[config.mk]
export PLATFORM = sky130hd
export DESIGN_NAME = mutative_tag_sram_ctrl
export DESIGN_NICKNAME = d
export VERILOG_FILES = /design/src/rtl/mutative_tag_sram_ctrl.sv
export SDC_FILE = /design/constraint.sdc
export NUM_CORES = 2
export LEC_CHECK = 0
export CAP_MARGIN = 20
export CORE_UTILIZATION = 55
export CTS_BUF_LIST = sky130_fd_sc_hd__clkbuf_8
export CTS_CLUSTER_DIAMETER = 50
export DETAILED_ROUTE_END_ITERATION = 10
export GPL_TIMING_DRIVEN = 0
export PLACE_DENSITY_LB_ADDON = 0.3
export SLEW_MARGIN = 5
export SYNTH_ARGS = -nofsm -noshare
export SYNTH_HDL_FRONTEND = slang
export SYNTH_SLANG_ARGS = --single-unit
[constraint.sdc]
create_clock -name clk0 -period 16.3 [get_ports clk0]
set_clock_uncertainty 0.05 [all_clocks]
set_input_delay 3.26 -clock clk0 [delete_from_list [all_inputs] [get_ports clk0]]
set_output_delay 3.26 -clock clk0 [all_outputs]
set_load 0.01 [all_outputs]
[src/rtl/mutative_tag_sram_ctrl.sv]
`default_nettype none
// ============================================================================
//  Module   : mutative_tag_sram_ctrl
//  Purpose  : Single-port tag SRAM with lane write masks, a one-cycle read
//             latency and a self-clearing sweep. After reset, or on a clear
//             request, every entry is rewritten with INIT_VALUE, one address
//             per cycle. No accesses are accepted while a sweep is running.
//  Ports    : clk0     - clock (rising edge)
//             rst0_n   - asynchronous active-low reset
//             csb0     - active-low access request
//             web0     - active-low write select (1 = read)
//             wmask0   - per-lane write enables
//             addr0    - word address
//             din0     - write data
//             clear0   - request to re-initialise every entry
//             dout0    - read data; holds until the next accepted read
//             rvalid0  - one-cycle pulse when dout0 carries new read data
//             ready0   - high when an access or clear can be accepted
//  Revision : 1.0 - initial release
// ============================================================================
module mutative_tag_sram_ctrl #(
  parameter int                    DATA_WIDTH  = 21,
  parameter int                    ADDR_WIDTH  = 7,
  parameter int                    WMASK_WIDTH = 3,
  parameter logic [DATA_WIDTH-1:0] INIT_VALUE  = '0
) (
  input  logic                   clk0,
  input  logic                   rst0_n,
  input  logic                   csb0,
  input  logic                   web0,
  input  logic [WMASK_WIDTH-1:0] wmask0,
  input  logic [ADDR_WIDTH-1:0]  addr0,
  input  logic [DATA_WIDTH-1:0]  din0,
  input  logic                   clear0,
  output logic [DATA_WIDTH-1:0]  dout0,
  output logic                   rvalid0,
  output logic                   ready0
);

  localparam int RAM_DEPTH  = 1 << ADDR_WIDTH;
  localparam int LANE_WIDTH = DATA_WIDTH / WMASK_WIDTH;

  typedef enum logic [0:0] {
    CLEAR = 1'b0,
    IDLE  = 1'b1
  } state_t;

  state_t                  state;
  state_t                  state_nxt;
  logic [ADDR_WIDTH-1:0]   sweep_addr;
  logic                    sweep_last;
  logic                    sweep_we;
  logic                    access;
  logic [DATA_WIDTH-1:0]   lane_bits;
  logic [DATA_WIDTH-1:0]   mem [RAM_DEPTH];

  // Expand the lane enables into a per-bit write mask.
  for (genvar i = 0; i < WMASK_WIDTH; i++) begin : g_lane
    assign lane_bits[i*LANE_WIDTH +: LANE_WIDTH] = {LANE_WIDTH{wmask0[i]}};
  end

  // Terminal compare ends the sweep; the counter then wraps to 0, which is
  // exactly the start address the next sweep needs.
  assign sweep_last = (sweep_addr == {ADDR_WIDTH{1'b1}});

  always_ff @(posedge clk0 or negedge rst0_n) begin
    if (!rst0_n) begin
      state <= CLEAR;
    end else begin
      state <= state_nxt;
    end
  end

  always_comb begin
    state_nxt = state;
    ready0    = 1'b0;
    sweep_we  = 1'b0;
    access    = 1'b0;
    case (state)
      CLEAR: begin
        // Clear requests here are ignored: the sweep neither restarts nor
        // extends.
        sweep_we = 1'b1;
        if (sweep_last) begin
          state_nxt = IDLE;
        end
      end
      IDLE: begin
        ready0 = 1'b1;
        // A clear beats a simultaneous access; the access is dropped.
        if (clear0) begin
          state_nxt = CLEAR;
        end else if (!csb0) begin
          access = 1'b1;
        end
      end
      default: begin
        state_nxt = CLEAR;
      end
    endcase
  end

  always_ff @(posedge clk0 or negedge rst0_n) begin
    if (!rst0_n) begin
      sweep_addr <= '0;
    end else if (sweep_we) begin
      sweep_addr <= sweep_addr + ADDR_WIDTH'(1);
    end
  end

  // Storage has no reset. While reset is held the sweep repeatedly targets
  // address 0, which the post-reset sweep rewrites anyway.
  always_ff @(posedge clk0) begin
    if (sweep_we) begin
      mem[sweep_addr] <= INIT_VALUE;
    end else if (access && !web0) begin
      mem[addr0] <= (mem[addr0] & ~lane_bits) | (din0 & lane_bits);
    end
  end

  // A write completed on the previous edge is already in mem, so a read
  // directly behind it sees the merged word without any bypass.
  always_ff @(posedge clk0 or negedge rst0_n) begin
    if (!rst0_n) begin
      dout0   <= '0;
      rvalid0 <= 1'b0;
    end else begin
      rvalid0 <= access && web0;
      if (access && web0) begin
        dout0 <= mem[addr0];
      end
    end
  end

endmodule
`default_nettype wire

# [Word level (Yosys, flattened, before mapping)]
# Memories as Yosys holds them, arrays and structs flattened.
# Index checks and enable logic that the tools add are counted.
[op_classes] n_addsub=1 eq_ne=1 mux=14 n_bitwise=5 n_reduce_logical=4
[ops] operator="$and A21 B21 Y21" n=2
[ops] operator="$mux W21" n=1
[ops] operator="$not A21 Y21" n=1
[ops] operator="$or A21 B21 Y21" n=1
[ops] operator="$reduce_or A21 Y1" n=1
[ops] operator="$mux W1" n=11
[ops] operator="$add A7 B1 Y7 const B" n=1
[ops] operator="$eq A7 B7 Y1 const B" n=1
[ops] operator="$mux W7" n=1
[ops] operator="$logic_and A1 B1 Y1" n=2
[ops] operator="$pmux W1 S2" n=1
[ops] operator="$logic_not A1 Y1" n=1
[ops] operator="$not A1 Y1" n=1
[word_totals] register_bits=30 mem_bits_rw=2688 out_inout_bits=23 elab_cells=30 mem_count=1
[memory_table] memory="mem" depth=128 word_bits=21 read_ports=1 rd_clocked_by_memory_dff=0 wr=1 line="55" source="logic [DATA_WIDTH-1:0] mem [RAM_DEPTH];"

# [Depth between registers and ports, before layout]
[logic_depth] ltp_word=9 depth_mapped=12 ltp_nobuf=6

# [Worst setup path after synthesis]
# OpenSTA, ideal clock, no wires.
[synth_timing] path_type="input -> register" from="input addr0[2]" to="memory mem[0][6] (data pin)" setup_ps=1262 arrival_time_ps=10161 slack_ps=4827 cell_stages=10 n_path_buf=5 path_cell_list="buf_2 > buf_2 > inv_2 > buf_2 > buf_2 > buf_2 > a21oi_1 > nor3_1 > nor3_1 > a221oi_1"
[synth_via] elab_chain_cells=4
[synth_lines] element="start, declared" line="32" source="input logic [ADDR_WIDTH-1:0] addr0,"
[synth_lines] element="$mem_v2 Z128 W21"
[synth_lines] element="$and A21 B21 Y21" line="117" source="mem[addr0] <= (mem[addr0] & ~lane_bits) | (din0 & lane_bits);"
[synth_lines] element="$or A21 B21 Y21" line="117"
[synth_lines] element="$mux W21 (no line)"
[synth_lines] element="end, declared" line="55"
# Every way passes these cells.

# [Final worst setup path]
[layout_timing] from="input addr0[1]" to="memory mem[125][3] (data pin)"
# The elaborated chain is that of the path after synthesis.

==> impl_metrics.tcl <==
set metrics [dict create \
    cts_hold_buf 0 \
    place_congestion 1.02 \
    drv_cap 1 \
    synth_area_um2 106000 \
    timing.fmax_mhz 118 \
    yosys-top-cells-area "edfxtp_1, mux4_2, mux2i_1" \
    antenna_found_initial 14 \
    violations "max-capacitance violations, max-slew violations" \
    antenna_left 0 \
    via_count 57700 \
    async_reset_ff_share_pct 1.10 \
    cts_num_sinks 2718 \
    finalSetupViolCount 0 \
    post_cts_resized 0 \
    grt_max_degree 75 \
    route.met3.wl_mm 42.1 \
    ys_ff_latch 2718 \
    io_buffers 54 \
    drt-met1-wl_mm 117 \
    core-area_um2 190000 \
    crit_type "in -> reg" \
    cts_buffers 433 \
    dr.pass1.iters 8 \
    required_ps 17170 \
    cts-htree-levels 5 \
    syn_inst 5056 \
    start_util_pct 55.5 \
    die_h_um 440 \
    synth_nets 5093 \
    synth_area_leader_cell "edfxtp_1" \
    final_common_cell "edfxtp_1" \
    overflow 0 \
    power_leakage_nw 43.0 \
    outcome "finished with violations" \
    worst_ep_arrival_time_ps 9320 \
    power_density_nw_per_um2 119 \
    drt_wl_total_mm 328 \
    drtIter0Drc 8634 \
    die_w_um 440 \
    root_buffer "clkbuf_8" \
    slew_violations 1 \
    critPathCaptureType "flop" \
    final_cell_mix "edfxtp_1, mux4_2, clkbuf_8" \
    hold_violations 0 \
    dp_cells 7763 \
    worst_pin_slew_ps 1480 \
    cts_tree "yes" \
    grt_pass1_wl_mm 446 \
    areaGrowthSynthToFinish_pct 14.4 \
    synth-edff-count 2688 \
    timing.slew.headroom_pct -1.24 \
    io_pins 59 \
    period_needed_ps 8460 \
    clk_latency_ps 1140 \
    dieArea_um2 194000 \
    first_global_vias 56500 \
    cts_buffer_depth 4 \
    synth.avg_cell_area_um2 20.9 \
    final_core_util_pct 63.4 \
    final_cells 8515 \
    met2RoutedLength_mm 148 \
    ys.flop_type "edfxtp_1" \
    final_nets 5731 \
    yosysUniqueCellTypes 72 \
    drcViolationCount 0 \
    drive_gt1_share_pct 25.1 \
    synth_top_area_share_pct 76.5 \
    period_share_pct 51.9 \
    yosysSeqAreaShare_pct 77.2 \
    n_fill_cell 12700 \
    clk_pin_slew_ps 60 \
    dp_hpwl_mm 224 \
    cp_max_fo 25 \
    ys_warn_count 0 \
    wire_per_inst_um 38.5 \
    rows 160 \
    setup_slack_ps 7840 \
    top_layer "met5" \
    peakVddDrop_v 0.000115 \
    rsz0062_at_grt "false" \
    track_usage_pct 34.0 \
    via_per_inst 6.78 \
    cts_setup_buffers 0 \
    worstHoldPathType "reg -> reg" \
    cp-start-kind "input port" \
    pre_cts_ws_ps 7050 \
]
-- stage by stage --
step | TNS (ps) | cell area [um2] | power [mW] | hold slack [ps]
floorplan | 0 | 106000 | 8.55 | 464
finish | 0 | 121000 | 14.4 | 452
global placement | -2635290 | 109000 | 9.07 | 429
CTS | 0 | 121000 | 14.4 | 456
global route | 0 | 121000 | 14.7 | 480
detailed placement | 0 | 113000 | 9.22 | 441
-- per-layer routing --
metal / track usage [%] / vias up
met5: 0 / -
met4: 18.1 / 6
met3: 10.4 / 766
met2: 50.5 / 4288
met1: 45.5 / 30000
li1: - / 22600
-- cells in the mapped netlist (all sizes together) (16+ instances only) --
| cell type | count |
|---|---|
| edfxtp | 2688 |
| mux4 | 520 |
| mux2i | 388 |
| nor2 | 211 |
| buf | 163 |
| clkbuf | 135 |
| a22oi | 109 |
| nand2 | 106 |
| o221ai | 93 |
| nor3 | 74 |
| o22ai | 72 |
| nand3 | 70 |
| a21oi | 57 |
| o21ai | 55 |
| dfrtp | 30 |
| a31oi | 24 |
| nand4 | 21 |
| o31ai | 17 |
| a221oi | 16 |
-- report_power, final --
group | total, mW | switching, mW | internal, mW
sequential | 7.83 | 0.0445 | 7.79
clock | 5.29 | 2.63 | 2.66
combinational | 1.29 | 0.957 | 0.331
-- area by class of cell --
| cell class | count | area, um2 | area share [%] |
|---|---|---|---|
| Antenna cell | 5 | 12.5 | 0.0104 |
| Buffer | 298 | 1720 | 1.43 |
| Clock buffer | 450 | 6190 | 5.13 |
| Clock inverter | 290 | 1400 | 1.16 |
| Inverter | 16 | 60.1 | 0.0497 |
| Multi-Input combinational cell | 2024 | 23500 | 19.4 |
| Sequential cell | 2718 | 81500 | 67.5 |
| Tap cell | 2511 | 3140 | 2.60 |
| Timing Repair Buffer | 203 | 3290 | 2.72 |
-- worst max-delay path, cell delays in order --
cell	delay (ps)
clkdlybuf4s50_1	570
buf_4	290
nand2_1	430
clkbuf_1	810
clkbuf_1	700
o21ai_0	500
o32ai_1	400
a211oi_1	250
and2_1	310
a211oi_4	670
buf_16	240
buf_8	190
buf_8	190
buf_8	230
buf_8	210
-- registers in the layout, summed over array words and instances (netlist names) --
signal	cells
sweep_addr	7
rvalid0	1
mem	2688
state	1
dout0	21
-- cells by family (layout without fill, tap and decap cells) --
family,after synthesis,count (layout),share of synthesized area (%)
buffers and inverters,314,1257,1.68
other,0,5,0
and+or+nand+nor,545,545,2.36
xor gates and xnor gates,6,6,0.0498
AOI/OAI and AO/OA,553,553,3.84
muxes,919,919,14.9
adders and majority gates,1,1,0.0119
DFF,2718,2718,77.2
-- path summary, 6_finish.rpt --
check / cells past startpoint / slack [ps] / from / end
worst max-delay path: 15 / 7840 / addr0[1] / mem[125][3]
worst min-delay path: 2 / 450 / dout0[12] / dout0[12]
worst max register to register: 8 / 11380 / state / mem[65][9]
worst min register to register: 2 / 450 / dout0[12] / dout0[12]
max in group asynchronous: 1 / 13490 / rst0_n / sweep_addr[2]
min in group asynchronous: 1 / 2190 / rst0_n / dout0[1]
No activity file was read; power rests on OpenSTA's default activity.
